<file path="src/rtl/rtc_timekeeper_core.sv">
// rtc_timekeeper_core: HH:MM:SS timekeeper with a 1 Hz prescaler, two debounced
// user keys, a RUN / SET_HOUR / SET_MIN / HOLD mode machine and packed-BCD
// display outputs in 12- or 24-hour format for the 7-segment scan driver.
module rtc_timekeeper_core #(
  parameter int TICK_DIV        = 65536,
  parameter int DEBOUNCE_CYCLES = 1024
) (
  input  logic       clock,
  input  logic       reset,
  input  logic       key_mode,
  input  logic       key_add,
  input  logic       hour12,
  output logic [7:0] hour_bcd,
  output logic [7:0] min_bcd,
  output logic [7:0] sec_bcd,
  output logic       pm,
  output logic [1:0] mode,
  output logic [1:0] field_blank,
  output logic       tick_out
);

  localparam int PW = $clog2(TICK_DIV);
  localparam int DW = $clog2(DEBOUNCE_CYCLES + 1);
  localparam logic [PW-1:0] PRESC_LAST = PW'(TICK_DIV - 1);
  localparam logic [PW-1:0] PRESC_HALF = PW'(TICK_DIV / 2);
  localparam logic [DW-1:0] DB_LAST    = DW'(DEBOUNCE_CYCLES - 1);

  // Key index 1 is the mode key, index 0 is the add key.
  localparam int K_ADD  = 0;
  localparam int K_MODE = 1;

  typedef enum logic [1:0] {
    MODE_RUN      = 2'd0,
    MODE_SET_HOUR = 2'd1,
    MODE_SET_MIN  = 2'd2,
    MODE_HOLD     = 2'd3
  } mode_e;

  logic [1:0]    sync1_q, sync1_d;
  logic [1:0]    sync2_q, sync2_d;
  logic [DW-1:0] db_cnt_q [2];
  logic [DW-1:0] db_cnt_d [2];
  logic [1:0]    level_q, level_d;
  logic [1:0]    press_q, press_d;

  mode_e         mode_q, mode_d;
  logic [PW-1:0] presc_q, presc_d;
  logic [5:0]    sec_q, sec_d;
  logic [5:0]    min_q, min_d;
  logic [4:0]    hour_q, hour_d;

  logic          sec_tick;
  logic          mode_press;
  logic          add_press;
  logic          blink_ph;
  logic [4:0]    hour_disp;

  // Converts a 0..59 binary value into two packed BCD digits.
  function automatic logic [7:0] bin2bcd(input logic [5:0] v);
    logic [3:0] tens;
    logic [5:0] rem;
    tens = 4'd0;
    rem  = v;
    for (int i = 0; i < 5; i++) begin
      if (rem >= 6'd10) begin
        rem  = rem - 6'd10;
        tens = tens + 4'd1;
      end
    end
    return {tens, rem[3:0]};
  endfunction

  assign mode_press = press_q[K_MODE];
  assign add_press  = press_q[K_ADD];

  // Two-flop synchroniser chain for the raw asynchronous keys.
  always_comb begin
    sync1_d = {key_mode, key_add};
    sync2_d = sync1_q;
  end

  // Stability counter per key: accept a new level after enough consecutive differing samples.
  always_comb begin
    level_d     = level_q;
    press_d     = 2'b00;
    db_cnt_d[0] = '0;
    db_cnt_d[1] = '0;
    for (int k = 0; k < 2; k++) begin
      if (sync2_q[k] != level_q[k]) begin
        if (db_cnt_q[k] == DB_LAST) begin
          level_d[k] = sync2_q[k];
          press_d[k] = sync2_q[k];
        end else begin
          db_cnt_d[k] = db_cnt_q[k] + DW'(1);
        end
      end
    end
  end

  // Key synchroniser and debounce state registers.
  always_ff @(posedge clock or negedge reset) begin
    if (!reset) begin
      sync1_q     <= 2'b00;
      sync2_q     <= 2'b00;
      db_cnt_q[0] <= '0;
      db_cnt_q[1] <= '0;
      level_q     <= 2'b00;
      press_q     <= 2'b00;
    end else begin
      sync1_q     <= sync1_d;
      sync2_q     <= sync2_d;
      db_cnt_q[0] <= db_cnt_d[0];
      db_cnt_q[1] <= db_cnt_d[1];
      level_q     <= level_d;
      press_q     <= press_d;
    end
  end

  // Second tick only fires while running, which freezes time during editing and hold.
  always_comb begin
    sec_tick = (presc_q == PRESC_LAST) && (mode_q == MODE_RUN);
  end

  // Prescaler wraps every TICK_DIV cycles, parked at zero in HOLD and cleared on entry to HOLD.
  always_comb begin
    presc_d = (presc_q == PRESC_LAST) ? '0 : presc_q + PW'(1);
    if ((mode_q == MODE_HOLD) || (mode_press && (mode_q == MODE_SET_MIN))) begin
      presc_d = '0;
    end
  end

  // Mode sequence advances on each accepted mode-key press.
  always_comb begin
    mode_d = mode_q;
    if (mode_press) begin
      case (mode_q)
        MODE_RUN:      mode_d = MODE_SET_HOUR;
        MODE_SET_HOUR: mode_d = MODE_SET_MIN;
        MODE_SET_MIN:  mode_d = MODE_HOLD;
        MODE_HOLD:     mode_d = MODE_RUN;
        default:       mode_d = MODE_RUN;
      endcase
    end
  end

  // Time counters: ripple-carry on second ticks, plus field edits where mode beats add.
  always_comb begin
    sec_d  = sec_q;
    min_d  = min_q;
    hour_d = hour_q;
    if (sec_tick) begin
      if (sec_q == 6'd59) begin
        sec_d = '0;
        if (min_q == 6'd59) begin
          min_d  = '0;
          hour_d = (hour_q == 5'd23) ? 5'd0 : hour_q + 5'd1;
        end else begin
          min_d = min_q + 6'd1;
        end
      end else begin
        sec_d = sec_q + 6'd1;
      end
    end
    if (mode_press) begin
      if (mode_q == MODE_SET_MIN) begin
        sec_d = '0;
      end
    end else if (add_press) begin
      if (mode_q == MODE_SET_HOUR) begin
        hour_d = (hour_q == 5'd23) ? 5'd0 : hour_q + 5'd1;
      end else if (mode_q == MODE_SET_MIN) begin
        min_d = (min_q == 6'd59) ? 6'd0 : min_q + 6'd1;
      end
    end
  end

  // Mode FSM, prescaler and time registers.
  always_ff @(posedge clock or negedge reset) begin
    if (!reset) begin
      mode_q  <= MODE_RUN;
      presc_q <= '0;
      sec_q   <= '0;
      min_q   <= '0;
      hour_q  <= '0;
    end else begin
      mode_q  <= mode_d;
      presc_q <= presc_d;
      sec_q   <= sec_d;
      min_q   <= min_d;
      hour_q  <= hour_d;
    end
  end

  // 12-hour mapping and blink phase for the field being edited.
  always_comb begin
    if (hour12 && ((hour_q == 5'd0) || (hour_q == 5'd12))) begin
      hour_disp = 5'd12;
    end else if (hour12 && (hour_q > 5'd12)) begin
      hour_disp = hour_q - 5'd12;
    end else begin
      hour_disp = hour_q;
    end
    blink_ph = (presc_q < PRESC_HALF);
  end

  // Display outputs are combinational from the registered state.
  always_comb begin
    hour_bcd       = bin2bcd({1'b0, hour_disp});
    min_bcd        = bin2bcd(min_q);
    sec_bcd        = bin2bcd(sec_q);
    pm             = hour12 && (hour_q >= 5'd12);
    mode           = mode_q;
    field_blank[1] = (mode_q == MODE_SET_HOUR) && !blink_ph;
    field_blank[0] = (mode_q == MODE_SET_MIN) && !blink_ph;
    tick_out       = sec_tick;
  end

endmodule
</file>
<file path="config.mk">
export PLATFORM = sky130hd
export DESIGN_NAME = rtc_timekeeper_core
export DESIGN_NICKNAME = d
export VERILOG_FILES = /design/src/rtl/rtc_timekeeper_core.sv
export SDC_FILE = /design/constraint.sdc
export NUM_CORES = 1
export LEC_CHECK = 0
export BUFFER_PORTS_ARGS = -buffer_cell sky130_fd_sc_hd__buf_2
export CAP_MARGIN = 0
export CORE_ASPECT_RATIO = 0.75
export CORE_MARGIN = 5
export CORE_UTILIZATION = 43
export DETAILED_ROUTE_END_ITERATION = 10
export PLACE_DENSITY_LB_ADDON = 0.1
export SLEW_MARGIN = 20
export SYNTH_ARGS = -nofsm -noshare
export SYNTH_HDL_FRONTEND = slang
export SYNTH_SLANG_ARGS = --single-unit
</file>
<file path="constraint.sdc">
create_clock -name clock -period 7.7 [get_ports clock]
set_input_delay 1.155 -clock clock [delete_from_list [all_inputs] [get_ports clock]]
set_output_delay 1.155 -clock clock [all_outputs]
set_load 0.02 [all_outputs]
</file>
==> out/metrics.cfg <==
[cells_and_area]
final_common_cell=nor2_1
num_antenna_cells=0
fin_nets=812
final_cell_mix=nor2_1, dfrtp_1, nand2_1, ha_1, inv_1
post_route_cells_drive_above_1_share_pct=14.5
stdcell_count=938
area_delta_synth_final_pct=9.80

[power_and_ir_drop]
p_sw_w=0.000171
vdd_drop_max_v=0.000113
leakage_nw=3.02
p_int_w=0.000571
p_comb_share_pct=3.8
clkPwrFrac_pct=49.1
swShare_pct=23.0
powerDensity_nw_per_um2=111
seqPwrFrac_pct=47.1

[sta]
fin_ws_ns=0.518
report.final.slew_viol_count=0
hold_slack_ns=0.348
finalHoldViolations=0
tightest_slew_ns=0.809
relSlewSlack_pct=46.0
fin_setup_tns_ns=0
clock_skew_ns=0.00787
setup_viol=0
finalCritPeriodShare_pct=93.3
fmax_mhz=139
fin_crit_ns=7.18
rsz0062_at_grt=false

[drt]
vias=5136
wl_mm=12.5
avgRoutedWirePerCell_um=13.3
dr.pass1.iters=4
drc=0
viasPerCell=5.48
final_antenna_net_count=0
drtIter0Drc=249

[grt]
grt.busiest_layer=met2
grt_usage_pct=15.4
antenna_found_initial=0
grt_util_met1_pct=22.2
grt.met2_usage_pct=24.0
grt_first_pass_wirelength_mm=22.3
grt_pass1_vias=4934
grt_overflow=0
grt_max_degree=66
grtUsageMet3_pct=2.80

[hold_path]
min_to=sync2_q[1]
hp-start=sync1_q[1]
hold_class=flip-flop to flip-flop
min_path_cells=0

[setup_path]
path_class=flip-flop to primary output
cp_max_fo=12
regToRegSetupSlack_ns=4.50
worst_path_most_repeated_cell=ha_1
setup.worst_path.start_class=flip-flop
slowest_stage=dfrtp_2
rr_worst_depth=12
max_stage_delay_ns=0.49
crit_arrival_ns=6.03
cp.required_ns=6.55
cp-end-kind=primary output
rr_endpoint=min_q[4]
regToRegStartpoint=presc_q[0]

[logic_synthesis]
synth_seq_cells=65
synthTopCellsByArea=dfrtp_1, ha_1, nor2_1
yosys_warnings=0
synth_top_area_cell=dfrtp_1
synth_cells=734
syn_nets=788
synth_edf_count=0
synth_top_area_share_pct=26.7
synth_cell_types=90
yosysSeqAreaShare_pct=26.7
async_flop_share_pct=100
avgSynthCellArea_um2=8.30
synth_area_um2=6090
synthFlopType=dfrtp_1

[floorplanning]
die_area_um2=16700
die_y_um=113
fp.dieW_um=147
core_area_um2=13800
num_rows=37
pin_count=35
initial_core_util_pct=44.1

[place]
port_buffers=34
place_congestion=0.866
dp_slack_ns=0.385
place_inst=919
dp.final_hpwl_mm=9.51

[job]
maxCapViolations=0

[clock_network]
cts_tree=built
ctsHoldBuffers=0
clock_path_buffers=2
htree_levels=3
cts_root_buf=clkbuf_16
clkTransAtPathRegs_ns=0.06
numCtsBuffers=9
worst_skew_pair.late_latency_ns=0.33
cts_sinks=65

[status]
outcome=complete, no violations

[power groups by stage]
stage	combinational, W	clock, W	sequential [W]
after global routing	0.0000338	0.000392	0.000350
after detailed placement	0.0000293	0	0.000356
after CTS	0.0000294	0.000375	0.000349
final	0.0000283	0.000364	0.000350
after global placement	0.0000283	0	0.000356
after floorplan	0.0000167	0	0.000355
[registers in the layout (all words and copies together), names as in the netlist]
register and cells:
db_cnt_q 22, presc_q 16, min_q 6, sec_q 6, hour_q 5, level_q 2, mode 2, press_q 2
sync1_q 2, sync2_q 2
[kinds of logic (layout without fill, tap and decap cells)]
family	count (synthesis)	after routing	share of synthesized area (%)
muxes	26	26	4.79
xor gates and xnor gates	60	60	8.63
AOI/OAI and AO/OA	165	165	19.6
DFF	65	65	26.7
buffers and inverters	73	102	5.12
adders and majority gates	49	49	10.1
and+or+nand+nor	296	296	25.1
[critical path, delay by kind of cell, from the launching register on]
family | cells | cell delay (ns)
multiplexers | 3 | 0.97
AND/OR/NAND/NOR | 9 | 1.56
buffers and inverters | 4 | 0.51
AO/OA/AOI/OAI | 6 | 1.00
flip-flops | 1 | 0.49
adder cells (fa/ha/maj) | 5 | 1.15
[metal layers]
| metal | up-vias | routed length [µm] |
|---|---|---|
| met5 | - | 0 |
| met4 | 0 | 148 |
| met3 | 16 | 483 |
| met2 | 85 | 5420 |
| met1 | 2391 | 6460 |
| li1 | 2644 | - |
[cells in the mapped netlist, types with 9 or more instances]
library cell and n:
a21o_1 9, nor3_1 18, ha_1 49, a21oi_1 33, clkbuf_1 11, nor2b_1 10, nand2b_1 12, mux2_2 12
nand3_1 36, nor2_1 90, xor2_1 27, dfrtp_1 65, xnor2_1 33, and2_1 15, inv_1 45, mux2i_1 10
o21ai_0 35, and3_1 11, nand2_1 49, buf_2 12
[worst max-delay path by stage]
stage / from / end / slack, ns / cells after the start
floorplan: min_q[2] / min_bcd[6] / 0.76 / 33
global placement: min_q[2] / min_bcd[6] / 0.63 / 32
detailed placement: min_q[2] / min_bcd[6] / 0.38 / 32
CTS: min_q[2] / min_bcd[6] / 0.01 / 32
global route: sec_q[2] / sec_bcd[5] / 0.001 / 27
finish: sec_q[2] / sec_bcd[5] / 0.52 / 27
[metrics by stage]
stage / area [µm²] / power [W] / util [%]
final: 6690 / 0.000742 / 48.5
after global routing: 6690 / 0.000775 / 48.5
after CTS: 6640 / 0.000754 / 48.1
after detailed placement: 6360 / 0.000385 / 46.1
after global placement: 6360 / 0.000384 / 46.1
after floorplan: 6090 / 0.000371 / -
[layout make-up]
class,count,area (µm²)
fillers,1331,7110
clock buffers,9,225
inverters,46,173
flip-flops and latches,65,1630
repair buffers,40,215
multi-input cells,596,4180
well taps,175,219
clock inverters,7,47.5
[timing repair]
| item | 4_1_cts | 5_1_grt |
|---|---|---|
| hold endpoints to repair | 0 | 0 |
| gates resized for setup | 0 | 7 |
| endpoints found under the setup margin | 0 | 10 |
| buffers inserted | 0 | 3 |
Note: power is estimated with default switching activity, not from simulation.
